File: config.mk
export PLATFORM = sky130hd
export DESIGN_NAME = cv_ctrl_mux_flat
export DESIGN_NICKNAME = d
export VERILOG_FILES = /design/src/rtl/cv_ctrl_mux_if.sv /design/src/rtl/cv_ctrl_mux.sv /design/src/flat_wrapper.sv
export SDC_FILE = /design/constraint.sdc
export NUM_CORES = 1
export LEC_CHECK = 0
export ABC_AREA = 0
export CAP_MARGIN = 20
export CORE_ASPECT_RATIO = 1.4
export CORE_MARGIN = 8
export CORE_UTILIZATION = 50
export DETAILED_ROUTE_END_ITERATION = 10
export GPL_TIMING_DRIVEN = 0
export PLACE_DENSITY = 0.8
export SYNTH_ARGS = -nofsm -noshare
export SYNTH_HDL_FRONTEND = slang
export SYNTH_SLANG_ARGS = --single-unit
export TNS_END_PERCENT = 10
File: constraint.sdc
create_clock -name clk_i -period 1.7 [get_ports clk_i]
set_input_delay 0.51 -clock clk_i [delete_from_list [all_inputs] [get_ports clk_i]]
set_output_delay 0.51 -clock clk_i [all_outputs]
set_load 0.01 [all_outputs]
File: src/rtl/cv_ctrl_mux_if.sv
// Controller-port bundle for cv_ctrl_mux: per-port joystick inputs, strobes and
// the active-low pin outputs. The master side drives inputs, the slave side is the mux.
interface cv_ctrl_mux_if #(
  parameter int NUM_PORTS = 2
);
  logic [16*NUM_PORTS-1:0] joy_i;
  logic [NUM_PORTS-1:0]    autofire_en_i;
  logic [NUM_PORTS-1:0]    spin_en_i;
  logic [NUM_PORTS-1:0]    ctrl_p5_i;
  logic [NUM_PORTS-1:0]    ctrl_p8_i;
  logic [4*NUM_PORTS-1:0]  ctrl_p14_o;
  logic [NUM_PORTS-1:0]    ctrl_p6_o;
  logic [NUM_PORTS-1:0]    ctrl_p7_o;
  logic [NUM_PORTS-1:0]    ctrl_p9_o;

  modport master (
    output joy_i, autofire_en_i, spin_en_i, ctrl_p5_i, ctrl_p8_i,
    input  ctrl_p14_o, ctrl_p6_o, ctrl_p7_o, ctrl_p9_o
  );

  modport slave (
    input  joy_i, autofire_en_i, spin_en_i, ctrl_p5_i, ctrl_p8_i,
    output ctrl_p14_o, ctrl_p6_o, ctrl_p7_o, ctrl_p9_o
  );
endinterface

File: src/rtl/cv_ctrl_mux.sv
// ColecoVision controller multiplexer: PS/2 keyboard plus joysticks to keypad /
// joystick nibbles, with shared autofire timebase and per-port spinner quadrature.
module cv_ctrl_mux #(
  parameter int          NUM_PORTS = 2,
  parameter logic [15:0] AF_PERIOD = 16'd53000,
  parameter logic [15:0] SPIN_DIV  = 16'd8000
) (
  input  logic         clk_i,
  input  logic         reset_n_i,
  input  logic         clk_en_i,
  input  logic [10:0]  ps2_key_i,
  cv_ctrl_mux_if.slave bus
);
  // Keypad codes indexed by priority: 0..9, *, #, purple, blue (index 0 at LSB).
  localparam logic [55:0] KP_CODES = {
    4'b0010, 4'b0100, 4'b0101, 4'b1010, 4'b1011, 4'b1000, 4'b1100,
    4'b0111, 4'b1001, 4'b0001, 4'b0110, 4'b1101, 4'b1110, 4'b0011
  };

  // r_kbd[15:0] mirrors the joy_i bit layout; [21:16] are keypad keys 4..9.
  logic        r_ps2_tog;
  logic [21:0] r_kbd;
  logic [21:0] w_hit;
  logic [15:0] r_af_cnt;
  logic        r_af_phase;

  always_comb begin
    w_hit = '0;
    case (ps2_key_i[7:0])
      8'h75:        w_hit[3]  = 1'b1;
      8'h72:        w_hit[2]  = 1'b1;
      8'h6B:        w_hit[1]  = 1'b1;
      8'h74:        w_hit[0]  = 1'b1;
      8'h22, 8'h45: w_hit[8]  = 1'b1;
      8'h16:        w_hit[9]  = 1'b1;
      8'h1E:        w_hit[10] = 1'b1;
      8'h26:        w_hit[11] = 1'b1;
      8'h15, 8'h25: w_hit[16] = 1'b1;
      8'h1D, 8'h2E: w_hit[17] = 1'b1;
      8'h24, 8'h36: w_hit[18] = 1'b1;
      8'h1C, 8'h3D: w_hit[19] = 1'b1;
      8'h1B, 8'h3E: w_hit[20] = 1'b1;
      8'h23, 8'h46: w_hit[21] = 1'b1;
      8'h1A:        w_hit[6]  = 1'b1;
      8'h21:        w_hit[7]  = 1'b1;
      8'h1F, 8'h27: w_hit[12] = 1'b1;
      8'h11:        w_hit[13] = 1'b1;
      8'h14:        w_hit[4]  = 1'b1;
      default:      ;
    endcase
    // Fire2 is the two shift keys only, so the extended flag matters here.
    if (ps2_key_i[8:0] == 9'h012 || ps2_key_i[8:0] == 9'h059)
      w_hit[5] = 1'b1;
  end

  always_ff @(posedge clk_i or negedge reset_n_i) begin
    if (!reset_n_i) begin
      r_ps2_tog <= 1'b0;
      r_kbd     <= '0;
    end else begin
      r_ps2_tog <= ps2_key_i[10];
      if (ps2_key_i[10] != r_ps2_tog)
        r_kbd <= (r_kbd & ~w_hit) | (w_hit & {22{ps2_key_i[9]}});
    end
  end

  always_ff @(posedge clk_i or negedge reset_n_i) begin
    if (!reset_n_i) begin
      r_af_cnt   <= '0;
      r_af_phase <= 1'b0;
    end else if (clk_en_i) begin
      if (r_af_cnt == AF_PERIOD - 16'd1) begin
        r_af_cnt   <= '0;
        r_af_phase <= ~r_af_phase;
      end else begin
        r_af_cnt <= r_af_cnt + 16'd1;
      end
    end
  end

  for (genvar gi = 0; gi < NUM_PORTS; gi++) begin : g_port
    logic [15:0] w_joy;
    logic [5:0]  w_kbd_only;
    logic [13:0] w_keys;
    logic [3:0]  w_pad;
    logic [3:0]  w_nib5;
    logic [3:0]  w_nib8;
    logic        w_fire1_eff;
    logic        w_fire5;
    logic        w_fire8;
    logic        w_right;
    logic        w_left;
    logic [1:0]  w_quad_fwd;
    logic [1:0]  w_quad_rev;
    logic [3:0]  r_p14;
    logic        r_p6;
    logic [15:0] r_div;
    logic [1:0]  r_quad;

    if (gi == 0) begin : g_kbd
      assign w_joy      = bus.joy_i[15:0] | r_kbd[15:0];
      assign w_kbd_only = r_kbd[21:16];
    end else begin : g_nokbd
      assign w_joy      = bus.joy_i[16*gi +: 16];
      assign w_kbd_only = '0;
    end

    assign w_keys = {w_joy[13], w_joy[12], w_joy[7], w_joy[6], w_kbd_only, w_joy[11:8]};

    always_comb begin
      w_pad = 4'b1111;
      for (int k = 13; k >= 0; k--)
        if (w_keys[k]) w_pad = KP_CODES[4*k +: 4];
    end

    assign w_fire1_eff = w_joy[4] & (~bus.autofire_en_i[gi] | r_af_phase);
    assign w_nib5  = bus.ctrl_p5_i[gi] ? 4'b1111 : w_pad;
    assign w_nib8  = bus.ctrl_p8_i[gi] ? 4'b1111 : ~w_joy[3:0];
    assign w_fire5 = bus.ctrl_p5_i[gi] | ~w_joy[5];
    assign w_fire8 = bus.ctrl_p8_i[gi] | ~w_fire1_eff;

    always_ff @(posedge clk_i or negedge reset_n_i) begin
      if (!reset_n_i) begin
        r_p14 <= 4'b1111;
        r_p6  <= 1'b1;
      end else begin
        r_p14 <= w_nib5 & w_nib8;
        r_p6  <= w_fire5 & w_fire8;
      end
    end

    // Gray stepping: forward 11->10->00->01, reverse is the mirror.
    assign w_right    = w_joy[15] & ~w_joy[14];
    assign w_left     = w_joy[14] & ~w_joy[15];
    assign w_quad_fwd = {r_quad[0], ~r_quad[1]};
    assign w_quad_rev = {~r_quad[0], r_quad[1]};

    always_ff @(posedge clk_i or negedge reset_n_i) begin
      if (!reset_n_i) begin
        r_div  <= '0;
        r_quad <= 2'b11;
      end else if (!bus.spin_en_i[gi]) begin
        r_div  <= '0;
        r_quad <= 2'b11;
      end else if (w_right == w_left) begin
        r_div <= '0;
      end else if (clk_en_i) begin
        if (r_div == SPIN_DIV - 16'd1) begin
          r_div  <= '0;
          r_quad <= w_right ? w_quad_fwd : w_quad_rev;
        end else begin
          r_div <= r_div + 16'd1;
        end
      end
    end

    assign bus.ctrl_p14_o[4*gi +: 4] = r_p14;
    assign bus.ctrl_p6_o[gi]         = r_p6;
    assign bus.ctrl_p7_o[gi]         = r_quad[0];
    assign bus.ctrl_p9_o[gi]         = r_quad[1];
  end
endmodule

File: src/flat_wrapper.sv
// flat-port wrapper written by rule: the top's interface ports become plain ports
module cv_ctrl_mux_flat 
#(
  parameter int          NUM_PORTS = 2,
  parameter logic [15:0] AF_PERIOD = 16'd53000,
  parameter logic [15:0] SPIN_DIV  = 16'd8000
)
  (clk_i, reset_n_i, clk_en_i, ps2_key_i, bus_joy_i, bus_autofire_en_i, bus_spin_en_i, bus_ctrl_p5_i, bus_ctrl_p8_i, bus_ctrl_p14_o, bus_ctrl_p6_o, bus_ctrl_p7_o, bus_ctrl_p9_o);
  cv_ctrl_mux_if #(.NUM_PORTS(NUM_PORTS)) bus_i ();
  input  logic clk_i;
  input  logic reset_n_i;
  input  logic clk_en_i;
  input  logic [10:0] ps2_key_i;
  input wire logic [$bits(bus_i.joy_i)-1:0] bus_joy_i;
  input wire logic [$bits(bus_i.autofire_en_i)-1:0] bus_autofire_en_i;
  input wire logic [$bits(bus_i.spin_en_i)-1:0] bus_spin_en_i;
  input wire logic [$bits(bus_i.ctrl_p5_i)-1:0] bus_ctrl_p5_i;
  input wire logic [$bits(bus_i.ctrl_p8_i)-1:0] bus_ctrl_p8_i;
  output wire logic [$bits(bus_i.ctrl_p14_o)-1:0] bus_ctrl_p14_o;
  output wire logic [$bits(bus_i.ctrl_p6_o)-1:0] bus_ctrl_p6_o;
  output wire logic [$bits(bus_i.ctrl_p7_o)-1:0] bus_ctrl_p7_o;
  output wire logic [$bits(bus_i.ctrl_p9_o)-1:0] bus_ctrl_p9_o;
  assign bus_i.joy_i = bus_joy_i;
  assign bus_i.autofire_en_i = bus_autofire_en_i;
  assign bus_i.spin_en_i = bus_spin_en_i;
  assign bus_i.ctrl_p5_i = bus_ctrl_p5_i;
  assign bus_i.ctrl_p8_i = bus_ctrl_p8_i;
  assign bus_ctrl_p14_o = bus_i.ctrl_p14_o;
  assign bus_ctrl_p6_o = bus_i.ctrl_p6_o;
  assign bus_ctrl_p7_o = bus_i.ctrl_p7_o;
  assign bus_ctrl_p9_o = bus_i.ctrl_p9_o;
  cv_ctrl_mux #(.NUM_PORTS(NUM_PORTS), .AF_PERIOD(AF_PERIOD), .SPIN_DIV(SPIN_DIV)) u_core (.clk_i(clk_i), .reset_n_i(reset_n_i), .clk_en_i(clk_en_i), .ps2_key_i(ps2_key_i), .bus(bus_i));
endmodule
# ---- After elaboration in Yosys (flattened, before gate mapping)
# Index checks and enable logic that the tools add are counted.
dict set report classes {
  addsub 3
  eq_ne 43
  muxes 65
  bitwise 38
  n_reduce_logical 12
}
# op count
set op_table {}
lappend op_table {{2-to-1 mux 16 bit} 9}
lappend op_table {{2-to-1 mux 4 bit} 26}
lappend op_table {{== test 8 x 6 -> 1 bit (second input constant)} 11}
lappend op_table {{== test 8 x 5 -> 1 bit (second input constant)} 10}
lappend op_table {{adder 16 x 1 -> 16 bit (second input constant)} 3}
lappend op_table {{== test 8 x 7 -> 1 bit (second input constant)} 6}
lappend op_table {{bitwise AND 22 bit} 2}
lappend op_table {{== test 16 x 13 -> 1 bit (second input constant)} 2}
lappend op_table {{inverter 22 bit} 1}
lappend op_table {{bitwise OR 22 bit} 1}
lappend op_table {{2-to-1 mux 1 bit} 20}
lappend op_table {{2-to-1 mux 2 bit} 10}
lappend op_table {{== test 16 bit (second input constant)} 1}
lappend op_table {{bitwise OR 16 bit} 1}
lappend op_table {{OR reduction 2 bit} 8}
lappend op_table {{inverter 1 bit} 15}
lappend op_table {{== test 9 x 5 -> 1 bit (second input constant)} 1}
lappend op_table {{== test 9 x 7 -> 1 bit (second input constant)} 1}
lappend op_table {{bitwise AND 1 bit} 8}
lappend op_table {{bitwise AND 4 bit} 2}
lappend op_table {{inequality test 2 bit (second input constant)} 4}
lappend op_table {{inverter 4 bit} 2}
lappend op_table {{inequality test 3 x 2 -> 1 bit (second input constant)} 2}
lappend op_table {{bitwise OR 1 bit} 6}
lappend op_table {{other kinds (6)} 9}
dict set report totals {
  register_bits 86
  inputBits 54
  output_inout_bits 14
  word_cells 173
}

# ---- Longest topological paths before layout
# Gate-level depths: netlist of the first run.
dict set report logic_depth {
  word_depth 17
  depth_mapped 7
  mapped_depth_nobuf 6
}

# ---- Worst setup path after synthesis of the first run
# Ideal clock, no wire load.
dict set report synth_timing {
  path_kind {input-to-reg}
  startpoint {in bus_joy_i[30]}
  endpoint {reg u_core.g_port[1].r_div[7]}
  setup_ps 139
  arrival_time_ps 1735
  required_ps 1561
  slack_ps -174
  cell_stages 7
  n_path_buf 1
  cell_sequence {inv_1 ha_1 or3b_1 clkbuf_1 nand4_1 xor2_1 nor2_1}
}
dict set report synth_via {
  elab_chain_cells 5
  elab_cells_between_ends 7
  classes_between {eq/ne: 2; mux: 2; bitwise: 3}
}
# element line
set synth_lines {}
lappend synth_lines {{from (decl)} flat_wrapper.sv:14} ;# input wire logic [$bits(bus_i.joy_i)-1:0] bus_joy_i;
lappend synth_lines {{inverter 1 bit} cv_ctrl_mux.sv:133} ;# assign w_right = w_joy[15] & ~w_joy[14];
lappend synth_lines {{bitwise AND 1 bit} cv_ctrl_mux.sv:133}
lappend synth_lines {{== test 1 bit (*)} cv_ctrl_mux.sv:145} ;# end else if (w_right == w_left) begin
lappend synth_lines {{2-to-1 mux 16 bit} cv_ctrl_mux.sv:145}
lappend synth_lines {{2-to-1 mux 16 bit} cv_ctrl_mux.sv:142} ;# end else if (!bus.spin_en_i[gi]) begin
lappend synth_lines {{to (signal assigned)} cv_ctrl_mux.sv:152} ;# r_div <= r_div + 16'd1;
lappend synth_lines {{to (decl)} cv_ctrl_mux.sv:97} ;# logic [15:0] r_div;
# Mark *: on every way between the ends. The rest lies on a longest branch, timed or not.
# A chain may end at the register's enable or synchronous reset.

# ---- Final worst setup path of the first run
dict set report layout_timing {
  startpoint {reg u_core.g_port[0].r_div[0]}
  endpoint {reg u_core.g_port[0].r_div[11]}
}
dict set report layout_via {
  elab_chain_cells 5
  elab_cells_between_ends 6
  classes_between {add/sub: 1; eq/ne: 1; mux: 4}
}
# element line
set layout_lines {}
lappend layout_lines {{from (decl)} cv_ctrl_mux.sv:97}
lappend layout_lines {{from (signal assigned)} cv_ctrl_mux.sv:152}
lappend layout_lines {{adder 16 x 1 -> 16 bit / == test 16 x 13 -> 1 bit (equally long branches)} {cv_ctrl_mux.sv:152, cv_ctrl_mux.sv:148}}
lappend layout_lines {{2-to-1 mux 16 bit (*)} cv_ctrl_mux.sv:148} ;# if (r_div == SPIN_DIV - 16'd1) begin
lappend layout_lines {{2-to-1 mux 16 bit (*)} cv_ctrl_mux.sv:147} ;# end else if (clk_en_i) begin
lappend layout_lines {{2-to-1 mux 16 bit (*)} cv_ctrl_mux.sv:145}
lappend layout_lines {{2-to-1 mux 16 bit (*)} cv_ctrl_mux.sv:142}
# Mark *: on every way between the ends. The rest lies on a longest branch, timed or not. The select of a mux whose other input is x is not followed.

==> out/summary.txt, run 1 <==
Synth Net Count -> 550
Mapped Avg Cell Area -> 9.65 um2
Final worst-path cycle share -> 1.04
I/O Buffers -> 64
Critical path type -> reg2reg
CP max FO -> 5
Critical Path Start Type -> register
Most used flip-flop cell after synthesis -> dfrtp_1
Chip Width -> 98.3 um
Finished Layout Cells -> 704
Layout cells sized above 1 -> 0.212
Post-Syn Area -> 4740 um2
CP Data Required Time -> 1.91 ns
Leak -> 2.63 nW
Reg clk slew, reported paths -> 0.07 ns
Cell Pwr Density -> 791 nW/um2
Endpoints failing setup -> 22
Starting DRT DRC Count -> 196
CP endpoint -> u_core.g_port[0].r_div[11]
Reg2Reg Depth -> 6
Clock skew -> 0.0113 ns
Flop2flop setup slack -> -0.06 ns
Worst-Skew Late Latency -> 0.34 ns
CTS tree -> done
Post-synthesis sequential area ratio -> 0.447
FMAX -> 568 MHz
Cell taking the most area after synthesis -> dfrtp_1
Final Hold Viols -> 0
CTS Buf Count -> 9
Number of synthesized flops with an enable pin -> 0
Critical path origin -> u_core.g_port[0].r_div[0]
Most instantiated cells after synthesis -> dfrtp_1, nor2_1, nand3_1
Worst min path class -> in2async
Most frequent cell after synthesis -> dfrtp_1
Cell variety after synth -> 67
Vias post-DR -> 4367
Final GP Congestion -> 0.916
Grt ovf -> 0
Root buffer cell -> clkbuf_16
First-pass GRT wire length -> 20.1 mm
Post-synthesis cell count -> 491
Status -> finished, violations left
HPWL Detailed -> 8.58 mm
Final #Nets -> 648
Failing checks -> setup timing
R2R Path Start -> u_core.g_port[0].r_div[0]
Area contributors post-synth -> dfrtp_1, dfstp_2, nor2_1, xor2_1, nand3_1
R2r endpoint -> u_core.g_port[0].r_div[11]
Initial antenna violation count -> 0
Yosys top cell area share -> 0.370
Headroom to the max-slew limit -> 0.545
Comb pwr share -> 0.147
Max cap viols -> 0
# H-tree levels -> 3
Vias in the first global route -> 4307
Pin count of the biggest net entering global routing -> 69
Internal -> 3.76 mW
Count of hold-fix buffers inserted at cts -> 0
Placed insts -> 666
Sw Ratio -> 0.250
Min cycle time layout -> 1.76 ns
WL per Instance -> 18.2 um
RSZ-0062 raised after global routing -> yes
Site Rows -> 42
Hold Slack -> 0.0469 ns
Pre-CTS setup slack -> -0.859 ns
Initial Util -> 0.507
Clk buf depth -> 2
Sequential Power Share -> 0.446
Psw -> 1.25 mW
Post-route antenna net violation count -> 0
Final worst slack -> -0.0616 ns
Synth Register Bits -> 84
Ys Warns -> 0
Vias per cell -> 6.20
Clock power share -> 0.407
Clock sink count -> 84
Die area -> 12900 um2
DRC -> 0
Asr flop ratio synth -> 1.00
# fillers -> 678
Diodes inserted -> 0
Total Routed Length -> 12.8 mm
Die Y -> 131 um
Area Overhead vs Synth -> 33.8%
First-pass DRT Iterations -> 5
WP data arrival -> 1.97 ns
Slew @ Worst Pin -> 0.683 ns
Core Area -> 9350 um2
Total global-route track usage -> 0.187
Maximum VDD drop -> 0.000749 V
Slew Viols, Final -> 0
Top Ports -> 68
Worst Setup End Kind -> register
-- cell usage in the layout (no fill, tap or decap), drive strengths merged, types with 16 or more instances in the layout --
cell / count
dfrtp: 70
nor2: 48
clkdlybuf4s50: 33
buf: 33
nand3: 29
o21ai: 25
nand2: 23
nand4: 22
clkbuf: 22
inv: 21
a21oi: 21
xor2: 19
dlygate4sd2: 17
mux2: 16
-- metrics by stage --
step           TNS [ns]   util  total power, mW  area (um2)
6_report         -0.777  0.678             5.02        6340
2_1_floorplan    -0.568      -             2.59        4770
3_3_place_gp    -266.18  0.594             2.89        5550
4_1_cts           -2.17  0.657             5.01        6150
3_5_place_dp     -43.97  0.596             2.93        5580
5_1_grt           -2.96  0.678             5.22        6340
-- area by class of cell --
class / count / area, um2 / area share
clock buffers: 10 / 229 / 0.0361
plain buffers: 19 / 148 / 0.0233
multi-input cells: 368 / 2730 / 0.430
well taps: 110 / 138 / 0.0217
clock inverters: 6 / 80.1 / 0.0126
flip-flops and latches: 84 / 2120 / 0.334
repair buffers: 86 / 820 / 0.129
inverters: 21 / 78.8 / 0.0124
-- cells by family after synthesis --
logic type / Yosys count / synth area share
AND/OR/NAND/NOR: 213 / 0.258
flip-flops: 84 / 0.447
AO/OA/AOI/OAI: 94 / 0.132
multiplexers: 21 / 0.0486
adder cells (fa/ha/maj): 5 / 0.0132
buffers and inverters: 40 / 0.0354
XOR/XNOR: 34 / 0.0660
-- worst max-delay path, stage by stage, from the launching register on --
cell      delay [ns]
dfrtp_1         0.40
ha_1            0.19
and2_4          0.18
nand4_1         0.19
o311ai_4        0.43
buf_4           0.19
a21oi_1         0.04
-- power by group through the flow --
stage                     registers (mW)  clock network (mW)  logic [mW]
after floorplan                     2.25                   0       0.343
after global placement              2.26                   0       0.634
after detailed placement            2.26                   0       0.662
after CTS                           2.24                2.06       0.708
after global routing                2.25                2.16       0.803
final                               2.24                2.04       0.740
-- how the worst min path moves through the flow --
stage	startpoint	endpoint	slack [ns]
2_1_floorplan	reset_n_i	async pin	0.21
3_3_place_gp	u_core.r_af_cnt[15]	u_core.r_af_cnt[15]	0.45
3_5_place_dp	reset_n_i	u_core.g_port[0].r_div[13]	0.41
4_1_cts	reset_n_i	u_core.g_port[0].r_div[3]	0.05
5_1_grt	reset_n_i	u_core.g_port[0].r_div[7]	0.05
6_report	reset_n_i	u_core.g_port[0].r_div[2]	0.05
-- layer usage --
metal / up-vias / GRT usage / part of all wire
li1: 2023 / - / -
met1: 2141 / 0.202 / 0.39
met2: 162 / 0.340 / 0.52
met3: 41 / 0.0444 / 0.053
met4: 0 / 0.0737 / 0.035
met5: - / 0 / 0
-- repair_timing --
item                                    CTS  global route
setup buffers                             8            10
pin swaps                                28            21
gates cloned                              2             2
resized for setup                        78            36
endpoints found under the setup margin   81            56
No activity file was read; power rests on OpenSTA's default activity.
==> run 2, diff against run 1 <==
--- a/config.mk
+++ b/config.mk
@@ -11,7 +11,6 @@
 export CORE_MARGIN = 8
 export CORE_UTILIZATION = 50
 export DETAILED_ROUTE_END_ITERATION = 10
-export GPL_TIMING_DRIVEN = 0
 export PLACE_DENSITY = 0.8
 export SYNTH_ARGS = -nofsm -noshare
 export SYNTH_HDL_FRONTEND = slang
==> run 2 against run 1 <==
Effect of this change: first-iteration DRC count grew 4.1%; sequential power is essentially flat; the flow still finishes with violations (setup timing); clock-buffer cell count grew 1; non-clock buffer count grew 42; maximum frequency grew 2.9%; cell count grew 5.8%; worst setup slack gained 0.050 ns; critical path depth shrank 1.
==> out/summary.txt, run 2 (synthesized netlist as in run 1, its figures left out) <==
Starting DRT DRC Count -> 204
Most common cell after layout, fill and taps aside -> buf_4
Total Routed Length -> 13.4 mm
Flop2flop setup slack -> 0.02 ns
Design area -> 6570 um2
Slew Viols, Final -> 0
Layout cells sized above 1 -> 0.258
WP data arrival -> 1.97 ns
Failing checks -> setup timing
CP max FO -> 8
Clock skew -> 0.00740 ns
Final worst slack -> -0.0114 ns
Root buffer cell -> clkbuf_16
Commonest cells after routing, fill and taps aside -> buf_4, dfrtp_1, nor2_1
Initial Util -> 0.507
Die area -> 12900 um2
Chip Width -> 98.3 um
CTS Buf Count -> 9
Endpoints failing setup -> 1
Vias post-DR -> 4531
Final GP Congestion -> 0.957
Final Hold Viols -> 0
Reg2Reg Depth -> 5
Final worst-path cycle share -> 1.01
Diodes inserted -> 0
R2R Path Start -> u_core.r_af_cnt[1]
Dpl cell area -> 6050 um2
Final #Nets -> 689
Max cap viols -> 0
Fin Setup TNS -> -0.0114 ns
Min cycle time layout -> 1.71 ns
Area Overhead vs Synth -> 38.6%
Critical Path Start Type -> primary input
Site Rows -> 42
HPWL Detailed -> 9.58 mm
Count of hold-fix buffers inserted at cts -> 0
Vias in the first global route -> 4736
# H-tree levels -> 3
CTS tree -> done
Top Ports -> 68
WL per Instance -> 18.0 um
Vias per cell -> 6.08
Total global-route track usage -> 0.205
First-pass DRT Iterations -> 6
Maximum VDD drop -> 0.000628 V
Die Y -> 131 um
Worst-Skew Late Latency -> 0.33 ns
RSZ-0062 raised after global routing -> yes
Clk buf depth -> 2
Clock sink count -> 84
CP Data Required Time -> 1.96 ns
Initial antenna violation count -> 0
Status -> finished, violations left
Leak -> 2.80 nW
Pin count of the biggest net entering global routing -> 40
Core Area -> 9350 um2
Worst min path class -> in2async
Slew @ Worst Pin -> 0.430 ns
Cell Pwr Density -> 748 nW/um2
Worst Setup End Kind -> register
DRC -> 0
Reg clk slew, reported paths -> 0.06 ns
First-pass GRT wire length -> 21.9 mm
R2r endpoint -> u_core.r_af_cnt[14]
Post-route antenna net violation count -> 0
Grt ovf -> 0
Headroom to the max-slew limit -> 0.712
Critical path type -> in2reg
I/O Buffers -> 67
FMAX -> 584 MHz
-- run 2: area by class of cell --
class,count,area (um2)
clock buffer,11,253
sequential,84,2120
tap,110,138
multi-input combinational,367,2650
inverter,21,78.8
timing repair buffer,147,1300
clock inverter,5,33.8
fill,681,2780
-- run 2: how the worst max path moves through the flow --
stage / to / from / depth (start not counted)
3_5_place_dp: u_core.g_port[0].r_div[15] / bus_joy_i[14] / 7
6_report: u_core.g_port[0].r_div[15] / bus_spin_en_i[0] / 5
5_1_grt: u_core.g_port[0].r_div[10] / u_core.g_port[0].r_div[1] / 7
3_3_place_gp: register / ps2_key_i[0] / 6
2_1_floorplan: register / ps2_key_i[0] / 5
4_1_cts: u_core.g_port[0].r_p14[2] / bus_joy_i[7] / 5
-- run 2: routing by layer --
layer,global-route usage,part of all wire
met3,0.0418,0.047
met2,0.379,0.55
met5,0,0
met4,0.103,0.030
met1,0.212,0.37
-- run 2: worst max-delay path, stage by stage --
cell and delay (ns):
clkdlybuf4s50_1 0.45, nor3b_2 0.19, nand4bb_4 0.25, or3_4 0.41, a21oi_2 0.16
-- run 2: repair_timing --
item | CTS | global route
endpoints found under the setup margin | 78 | 40
buffers inserted | 4 | 3
resized for setup | 64 | 19
gates cloned | 0 | 1
pin swaps | 18 | 15
-- run 2: per-stage QoR --
step | power [mW] | setup WS (ns) | hold slack [ns] | std cells | utilization
4_1_cts | 4.94 | -0.176 | 0.0462 | 741 | 0.693
6_report | 4.92 | -0.0114 | 0.0461 | 745 | 0.703
3_5_place_dp | 3.04 | -0.714 | 0.407 | 721 | 0.646
3_3_place_gp | 3.01 | -0.699 | 0.402 | 721 | 0.646
2_1_floorplan | 2.59 | -0.0676 | 0.214 | 491 | -
5_1_grt | 5.12 | -0.0990 | 0.0553 | 745 | 0.703
-- run 2: power by group --
part / leakage (nW) / internal, mW / switching (mW)
clock network: 0.138 / 1.07 / 0.784
logic: 1.56 / 0.422 / 0.398
registers: 1.10 / 2.13 / 0.116
total: 2.80 / 3.62 / 1.30
